==> src/rtl/accel_bus_router.sv <==
// Single-outstanding router: round-robin masters onto a parameter-mapped slave set, with timeout and hung-slave isolation.
// Latency 3 cycles to a zero-wait slave, 1 on decode/hung error; masters stall on o_req_ready, responses hold until i_resp_ready.
module accel_bus_router #(
  parameter int NMST = 2,
  parameter int NSLV = 6,
  parameter int AW = 64,
  parameter int DW = 64,
  parameter logic [NSLV*AW-1:0] MAP_START = {
    64'h0000_0000_8000_0000,  // ddr
    64'h0000_0000_1000_0000,  // apb bridge
    64'h0000_0000_0c00_0000,  // plic
    64'h0000_0000_0800_0000,  // sram
    64'h0000_0000_0200_0000,  // clint
    64'h0000_0000_0001_0000   // bootrom
  },
  parameter logic [NSLV*AW-1:0] MAP_END = {
    64'h0000_0001_0000_0000,
    64'h0000_0000_2000_0000,
    64'h0000_0000_1000_0000,
    64'h0000_0000_0810_0000,
    64'h0000_0000_0201_0000,
    64'h0000_0000_0002_0000
  },
  parameter int TIMEOUT = 1024
) (
  input  logic              i_clk,
  input  logic              i_rst,
  input  logic [NMST-1:0]    i_req_valid,
  input  logic [NMST*AW-1:0] i_req_addr,
  input  logic [NMST-1:0]    i_req_write,
  input  logic [NMST*DW-1:0] i_req_wdata,
  output logic [NMST-1:0]    o_req_ready,
  output logic [NMST-1:0]    o_resp_valid,
  output logic [DW-1:0]      o_resp_rdata,
  output logic [1:0]         o_resp_err,
  input  logic [NMST-1:0]    i_resp_ready,
  output logic [NSLV-1:0]    o_slv_req_valid,
  output logic [AW-1:0]      o_slv_req_addr,
  output logic               o_slv_req_write,
  output logic [DW-1:0]      o_slv_req_wdata,
  input  logic [NSLV-1:0]    i_slv_req_ready,
  input  logic [NSLV-1:0]    i_slv_resp_valid,
  input  logic [NSLV*DW-1:0] i_slv_resp_rdata,
  input  logic [NSLV-1:0]    i_slv_resp_err,
  output logic [NSLV-1:0]    o_slv_resp_ready
);

  localparam int MW = (NMST > 1) ? $clog2(NMST) : 1;
  localparam int SW = (NSLV > 1) ? $clog2(NSLV) : 1;
  localparam int CW = (TIMEOUT > 0) ? $clog2(TIMEOUT + 1) : 1;

  typedef enum logic [1:0] {IDLE, SREQ, SWAIT, RESP} state_t;

  state_t          state;
  logic [MW-1:0]   rr;
  logic [MW-1:0]   gnt_q;
  logic [SW-1:0]   sel_q;
  logic [AW-1:0]   addr_q;
  logic            write_q;
  logic [DW-1:0]   wdata_q;
  logic [DW-1:0]   rdata_q;
  logic [1:0]      err_q;
  logic [NSLV-1:0] hung;
  logic [CW-1:0]   cnt;

  logic            any_req;
  logic [MW-1:0]   gnt;
  int              idx;

  always_comb begin
    any_req = 1'b0;
    gnt = '0;
    idx = 0;
    for (int k = 0; k < NMST; k++) begin
      idx = int'(rr) + k;
      if (idx >= NMST) idx = idx - NMST;
      if (!any_req && i_req_valid[idx]) begin
        any_req = 1'b1;
        gnt = MW'(idx);
      end
    end
  end

  logic [AW-1:0] req_addr;
  logic          req_write;
  logic [DW-1:0] req_wdata;

  assign req_addr  = i_req_addr[gnt*AW +: AW];
  assign req_write = i_req_write[gnt];
  assign req_wdata = i_req_wdata[gnt*DW +: DW];

  // Decode runs on the granted master's address so the latched copy and the decision agree.
  logic          hit;
  logic [SW-1:0] hit_s;
  logic [AW-1:0] rel_addr;

  always_comb begin
    hit = 1'b0;
    hit_s = '0;
    for (int s = 0; s < NSLV; s++) begin
      if (!hit && req_addr >= MAP_START[s*AW +: AW] && req_addr < MAP_END[s*AW +: AW]) begin
        hit = 1'b1;
        hit_s = SW'(s);
      end
    end
  end

  assign rel_addr = req_addr - MAP_START[hit_s*AW +: AW];

  logic          slv_req_rdy;
  logic          slv_rsp_vld;
  logic [DW-1:0] slv_rdata;
  logic          slv_err;
  logic          tmo;

  assign slv_req_rdy = i_slv_req_ready[sel_q];
  assign slv_rsp_vld = i_slv_resp_valid[sel_q];
  assign slv_rdata   = i_slv_resp_rdata[sel_q*DW +: DW];
  assign slv_err     = i_slv_resp_err[sel_q];
  assign tmo         = (TIMEOUT != 0) && (cnt == CW'(TIMEOUT - 1));

  always_ff @(posedge i_clk or posedge i_rst) begin
    if (i_rst) begin
      state   <= IDLE;
      rr      <= '0;
      gnt_q   <= '0;
      sel_q   <= '0;
      addr_q  <= '0;
      write_q <= 1'b0;
      wdata_q <= '0;
      rdata_q <= '0;
      err_q   <= 2'b00;
      hung    <= '0;
      cnt     <= '0;
    end else begin
      case (state)
        IDLE: begin
          if (any_req) begin
            gnt_q   <= gnt;
            sel_q   <= hit_s;
            addr_q  <= rel_addr;
            write_q <= req_write;
            wdata_q <= req_wdata;
            cnt     <= '0;
            if (!hit) begin
              rdata_q <= '0;
              err_q   <= 2'b11;
              state   <= RESP;
            end else if (hung[hit_s]) begin
              rdata_q <= '0;
              err_q   <= 2'b10;
              state   <= RESP;
            end else begin
              state <= SREQ;
            end
          end
        end
        SREQ: begin
          cnt <= cnt + 1'b1;
          if (tmo) begin
            hung[sel_q] <= 1'b1;
            rdata_q     <= '0;
            err_q       <= 2'b10;
            state       <= RESP;
          end else if (slv_req_rdy) begin
            state <= SWAIT;
          end
        end
        SWAIT: begin
          cnt <= cnt + 1'b1;
          // A response landing on the timeout cycle is still taken as a normal completion.
          if (slv_rsp_vld) begin
            rdata_q <= slv_rdata;
            err_q   <= slv_err ? 2'b10 : 2'b00;
            state   <= RESP;
          end else if (tmo) begin
            hung[sel_q] <= 1'b1;
            rdata_q     <= '0;
            err_q       <= 2'b10;
            state       <= RESP;
          end
        end
        RESP: begin
          if (i_resp_ready[gnt_q]) begin
            rr    <= (gnt_q == MW'(NMST - 1)) ? '0 : gnt_q + 1'b1;
            state <= IDLE;
          end
        end
        default: state <= IDLE;
      endcase
    end
  end

  always_comb begin
    o_req_ready = '0;
    o_resp_valid = '0;
    o_slv_req_valid = '0;
    o_slv_resp_ready = '0;
    // Reset gates the only combinational output so every output reads 0 while i_rst is high.
    if (state == IDLE && any_req && !i_rst) o_req_ready[gnt] = 1'b1;
    if (state == SREQ) o_slv_req_valid[sel_q] = 1'b1;
    if (state == SWAIT) o_slv_resp_ready[sel_q] = 1'b1;
    if (state == RESP) o_resp_valid[gnt_q] = 1'b1;
  end

  assign o_slv_req_addr  = (state == SREQ) ? addr_q : '0;
  assign o_slv_req_write = (state == SREQ) ? write_q : 1'b0;
  assign o_slv_req_wdata = (state == SREQ) ? wdata_q : '0;
  assign o_resp_rdata    = (state == RESP) ? rdata_q : '0;
  assign o_resp_err      = (state == RESP) ? err_q : 2'b00;

endmodule

==> config.mk <==
export PLATFORM = sky130hd
export DESIGN_NAME = accel_bus_router
export DESIGN_NICKNAME = d
export VERILOG_FILES = /design/src/rtl/accel_bus_router.sv
export SDC_FILE = /design/constraint.sdc
export NUM_CORES = 1
export LEC_CHECK = 0
export CAP_MARGIN = 30
export CORE_AREA = 2 2 344 346
export DETAILED_ROUTE_END_ITERATION = 7
export DIE_AREA = 0 0 346 348
export HOLD_SLACK_MARGIN = 0.03
export PLACE_DENSITY = 0.48
export RECOVER_POWER = 100
export SETUP_SLACK_MARGIN = 0.15
export SLEW_MARGIN = 5
export SYNTH_ARGS = -nofsm -noshare
export SYNTH_HDL_FRONTEND = slang
export SYNTH_SLANG_ARGS = --single-unit
==> constraint.sdc <==
create_clock -name i_clk -period 9.08 [get_ports i_clk]
set_input_delay 1.816 -clock i_clk [delete_from_list [all_inputs] [get_ports i_clk]]
set_output_delay 1.816 -clock i_clk [all_outputs]
set_load 0.02 [all_outputs]
# ---- After elaboration in Yosys (flattened, before gate mapping)
# Cells that the tools add are included.
dict set report op_classes {
  eq_ne 10
  order_cmp 23
  shift 4
  n_reduce_logical 35
  bitwise_logic 1
  add_sub_neg 6
  muxes 78
}
# operator count
set ops {}
lappend ops {{$mux W64} 8}
lappend ops {{$shiftx A384 B10 Y64} 1}
lappend ops {{$shiftx A384 B10 Y64 const A} 1}
lappend ops {{$shiftx A128 B8 Y64} 2}
lappend ops {{$pmux W64 S3} 1}
lappend ops {{$ge A64 B28 Y1 const B} 2}
lappend ops {{$ge A64 B17 Y1 const B} 1}
lappend ops {{$ge A64 B26 Y1 const B} 1}
lappend ops {{$ge A64 B29 Y1 const B} 1}
lappend ops {{$ge A64 B32 Y1 const B} 1}
lappend ops {{$lt A32 B3 Y1 const B} 2}
lappend ops {{$lt A64 B18 Y1 const B} 1}
lappend ops {{$lt A64 B26 Y1 const B} 1}
lappend ops {{$lt A64 B28 Y1 const B} 1}
lappend ops {{$lt A64 B29 Y1 const B} 1}
lappend ops {{$lt A64 B30 Y1 const B} 1}
lappend ops {{$lt A64 B33 Y1 const B} 1}
lappend ops {{$mux W32} 2}
lappend ops {{$sub A64 B64 Y64} 1}
lappend ops {{$mux W2} 17}
lappend ops {{$mux W1} 30}
lappend ops {{$mux W6} 4}
lappend ops {{$pmux W11 S2} 1}
lappend ops {{$logic_and A1 B1 Y1} 17}
lappend ops {{other kinds (33)} 58}
dict set report totals {
  in_bits 666
  output_inout_bits 211
  regBits 219
  word_cells 168
}

# ---- Depth between registers and ports, before layout
# Gate-level depths: netlist of the first run.
dict set report depth {
  word_depth 39
  depth_mapped 21
  mapped_depth_nobuf 16
}

# ---- Worst setup path before layout of the first run
# Ideal clock, no wire load.
dict set report synth_path {
  kind {input -> register}
  start {input i_req_valid[0]}
  end {register addr_q[43]}
  path_stages 20
  setup_ps 133
  slack_ps 2799
  arrival_time_ps 6148
  path_buffers 7
  required_time_ps 8947
  path_cell_list {nand2b_1 > clkbuf_1 > nand2_1 > buf_2 > buf_2 > buf_2 > buf_2 > clkbuf_1 > clkbuf_1 > o21ai_0 > ha_1 > or3_1 > a2111o_1 > o31ai_2 > a211oi_2 > nor4b_4 > and2_1 > nand3_1 > xnor2_1 > o21ai_0}
}
dict set report synth_between {
  elab_chain_len 33
  elab_cells_between_ends 54
  classes_between {add/sub (1); order compare (12); shift (2); mux (20); reduce/logical (19)}
}
# element line
set synth_lines {}
lappend synth_lines {{from (decl)} 28} ;# input logic [NMST-1:0] i_req_valid,
lappend synth_lines {{$mux W1 (not written as such) (3 in a row)} 77} ;# if (!any_req && i_req_valid[idx]) begin
lappend synth_lines {{$mux W1} 77}
lappend synth_lines {{$logic_not A1 Y1} 77}
lappend synth_lines {{$logic_and A1 B1 Y1} 77}
lappend synth_lines {{$mux W1} 77}
lappend synth_lines {{$shiftx A128 B8 Y64} 88} ;# assign req_addr = i_req_addr[gnt*AW +: AW];
lappend synth_lines {{$ge A64 B17 Y1 / $lt A64 B18 Y1 (equally long branches)} 101} ;# if (!hit && req_addr >= MAP_START[s*AW +: AW] && req_addr < MAP_END[s*AW +: AW]) begin
lappend synth_lines {{$logic_and A1 B1 Y1} 101}
lappend synth_lines {{(+13 left out)} --}
lappend synth_lines {{$logic_not A1 Y1} 101}
lappend synth_lines {{$logic_and A1 B1 Y1 (2 in a row)} 101}
lappend synth_lines {{$mux W1} 101}
lappend synth_lines {{$logic_not A1 Y1} 101}
lappend synth_lines {{$logic_and A1 B1 Y1 (2 in a row)} 101}
lappend synth_lines {{$mux W3} 101}
lappend synth_lines {{$shiftx A384 B10 Y64} 108} ;# assign rel_addr = req_addr - MAP_START[hit_s*AW +: AW];
lappend synth_lines {{$sub A64 B64 Y64} 108}
lappend synth_lines {{to (signal assigned)} 141} ;# addr_q <= rel_addr;
lappend synth_lines {{to (decl)} 58} ;# logic [AW-1:0] addr_q;
# Several ways; a longest one is shown, not always the timed one. The select of a mux whose other input is x is not followed.
# A chain may end at the register's enable or synchronous reset.

# ---- Worst setup path in the final report of the first run
dict set report layout_path {
  start {input i_req_valid[1]}
  end {register addr_q[43]}
}
# The elaborated chain is that of the path after synthesis.

==> results of run 1 <==
worst min path at each step:
stage                             to  slack, ns  cells after the start
after detailed placement     hung[1]       0.46                      1
final                     addr_q[49]       0.47                      1
after CTS                 addr_q[18]       0.48                      2
after floorplan              hung[1]       0.43                      1
after global routing      addr_q[49]       0.49                      1
after global placement    addr_q[49]       0.46                      1
cells in the mapped netlist (7+ instances only):
cell type,instances
mux4_2,23
inv_1,12
or4_1,7
clkbuf_1,116
nand4_1,8
or3_1,10
o211ai_1,15
and3_1,8
o21ai_0,65
o22ai_1,26
o2bb2ai_2,50
nand3_1,16
dfrtp_1,219
and2_1,201
buf_2,7
nor2b_1,8
o2bb2ai_1,14
xor2_1,28
ha_1,12
o221ai_1,30
nand2b_1,7
nor3_1,24
nor2_1,202
o31ai_1,7
a22oi_1,21
nor4_1,20
nand2_1,306
a31oi_1,85
mux2i_1,100
buf_1,11
mux2_2,25
a21oi_1,61
a21o_1,9
xnor2_1,30
cells in the final DEF (no fill, tap or decap), drive strengths merged, types with 8 or more instances in the layout:
cell | Yosys | routed
diode | 0 | 17
xor2 | 28 | 28
nand4 | 8 | 8
a21oi | 61 | 61
nand2 | 306 | 306
o22ai | 26 | 26
nor2 | 203 | 203
and2 | 201 | 201
dlygate4sd3 | 0 | 118
xnor2 | 30 | 30
mux2i | 100 | 100
mux2 | 25 | 25
dfrtp | 219 | 219
o21ai | 68 | 68
o221ai | 30 | 30
o31ai | 8 | 8
clkbuf | 118 | 53
clkdlybuf4s50 | 0 | 758
nor4 | 20 | 20
o211ai | 15 | 15
mux4 | 23 | 23
a21o | 9 | 9
nand3 | 17 | 17
o2bb2ai | 64 | 64
inv | 12 | 13
and3 | 8 | 8
a31oi | 86 | 86
nor3 | 24 | 24
a22oi | 21 | 21
ha | 12 | 12
nor2b | 8 | 8
buf | 28 | 18
or3 | 12 | 12
layer usage:
layer	wire [um]	share of wire [%]	vias up
li1	-	-	8234
met1	42700	40	8556
met2	52600	49	707
met3	8980	8.4	150
met4	2840	2.6	28
met5	171	0.16	-
worst max-delay path, delay by kind of cell:
family / cells / cell delay (ns)
simple gates: 7 / 2.62
compound gates: 5 / 2.02
buf+inv: 2 / 1.22
fa+ha+maj: 1 / 0.40
xor+xnor: 1 / 0.17
sequential cells by signal, indices dropped and copies added, names as in the netlist, 2 cells and up:
name,flops
addr_q,64
rdata_q,64
wdata_q,64
cnt,11
hung,6
sel_q,3
err_q,2
state,2
kinds of logic after synthesis:
family | count (synthesis) | synth area share (%)
xor gates and xnor gates | 58 | 3.18
DFF | 219 | 34.3
buffers and inverters | 159 | 4.71
and+or+nand+nor | 838 | 24.9
muxes | 148 | 11.3
AOI/OAI and AO/OA | 429 | 20.7
adders and majority gates | 12 | 0.939
where the power goes:
group,switching (mW),leakage (nW),internal [mW]
clock network,0.533,0.527,0.816
registers,0.240,2.72,1.36
logic,1.65,7.09,1.16
total,2.42,10.3,3.34
stage by stage:
step | utilization (%) | power [mW] | hold slack, ns
floorplan | - | 3.21 | 0.429
global placement | 22.5 | 4.62 | 0.456
detailed placement | 22.5 | 4.64 | 0.459
CTS | 23.4 | 6.03 | 0.478
global route | 23.2 | 6.15 | 0.490
finish | 23.2 | 5.76 | 0.472
final cells by class:
type,count,area (um^2),share of cell area (%)
clock buffers,46,892,3.29
flip-flops and latches,219,5490,20.2
well taps,1536,1920,7.09
diodes,17,42.5,0.157
clock inverters,11,190,0.701
inverters,13,50.0,0.185
repair buffers,901,8970,33.1
multi-input cells,1485,9570,35.3
==> impl_metrics.tcl, run 1 <==
set metrics [dict create \
    die_y_um 348 \
    crit_path_start_kind "primary input" \
    setup_viol 0 \
    root_buffer "clkbuf_16" \
    final.period_utilization_pct 85.9 \
    crit_start "i_req_valid[1]" \
    hpwl_um 86700 \
    grt_overflow_total 0 \
    cts_tree "done" \
    setup_tns_ns 0 \
    seq_area_frac_synth_pct 34.3 \
    dp_cells 4153 \
    fmax_mhz 128 \
    routed_via_density 4.18 \
    r2r-start "state[0]" \
    cts_setup_buffers 0 \
    synth.cell_area_um2 16000 \
    yosysTopAreaCellShare_pct 34.3 \
    peakVddDrop_uv 247 \
    dpl_worst_slack_ns 1.43 \
    met1_usage_pct 19.8 \
    finClkSkew_ns 0.0230 \
    drt_pass1_iterations 5 \
    crit_chain "dlygate4sd3_1 -> inv_1 -> nor2_1 -> nand4_1 -> a221oi_1 -> nor2_1 -> a31oi_1 -> ha_1 -> or3_1 -> o31ai_2 -> a211oi_2 -> nor4b_4 -> and2_0 -> nand3_1 -> xnor2_1 -> o21ai_0" \
    grt_start_max_net_pins 122 \
    arrival_ns 8.27 \
    avgSynthCellArea_um2 8.58 \
    status "finished, violations left" \
    hp-class "reg2reg" \
    cpMostUsedCell "nor2_1" \
    slew_violations 572 \
    tightest_slew_ns 3.57 \
    worstPathMaxFanout 15 \
    use_met2_pct 29.6 \
    yosysWarnings 0 \
    setup_ws_ns 1.28 \
    clk_pin_slew_worst_paths_ns 0.06 \
    routabilityCongestion 0.867 \
    stdcell_count 4228 \
    areaGrowthSynthToFinish_pct 69.6 \
    cts_buffers 31 \
    antenna_found_initial 57 \
    ys_ff_latch 219 \
    num_rows 126 \
    fillCellCount 12900 \
    r2r_cells 8 \
    max_stage_delay_ns 0.98 \
    rsz0062_at_grt "no" \
    synth_cell_types 77 \
    clk_latency_ns 0.62 \
    r2r_end "wdata_q[62]" \
    reg2reg_slack_ns 2.84 \
    initial_core_util_pct 13.7 \
    final_antenna_net_count 0 \
    maxCapViolations 9 \
    crit_path_end "addr_q[43]" \
    worst_setup_path_end_kind "register" \
    drive_gt1_share_pct 6.17 \
    ios 877 \
    grt_util_met3_pct 5.59 \
    first_iter_violations 900 \
    final_area_um2 27100 \
    vias 17700 \
    yosys.area.top_type "dfrtp_1" \
    dpl_cell_area_um2 26300 \
    die_area_um2 120000 \
    crit_required_ns 9.55 \
    synth-main-ff-cell "dfrtp_1" \
    clk_path_buf_depth 3 \
    grt_pass1_wl_um 145000 \
    hold_start "addr_q[49]" \
    postCtsHoldBufs 0 \
    wl_per_cell_um 25.4 \
    port_buffers 876 \
    fin_nets 3329 \
    crit_slowest_cell "dlygate4sd3_1" \
    grt.busiest_layer "met2" \
    remaining_drc_errors 0 \
    cts.htree.levels 1 \
    path_class "in2reg" \
    synthTopCellsByArea "dfrtp_1 34%, and2_1 7.9%, nand2_1 7.2%, mux2i_1 6.3%, nor2_1 4.7%" \
    violations "max-capacitance violations, max-slew violations" \
    post_cts_resize_count 0 \
    syn_inst 1863 \
    grt_pass1_vias 17500 \
    drt-total-wl_um 107000 \
    p_per_area_nw_per_um2 213 \
    syn_nets 2541 \
    core_area_um2 117000 \
    die_x_um 346 \
    grt_util_all_layers_pct 16.9 \
    clock-sinks 219 \
    async_reset_ff_share_pct 100 \
    period_needed_ns 7.80 \
    maxSlewHeadroom_pct -138 \
    hold_violations 0 \
    leakage_nw 10.3 \
    synth_edf_count 0 \
]
No activity file was read; power rests on OpenSTA's default activity.
==> run 2, diff against run 1 <==
CTS_CLUSTER_SIZE = 16   (was unset)
GPL_ROUTABILITY_DRIVEN = 0   (was unset)
==> results of run 2 <==
The final DEF is identical to that of run 1; final timing and power are the same.
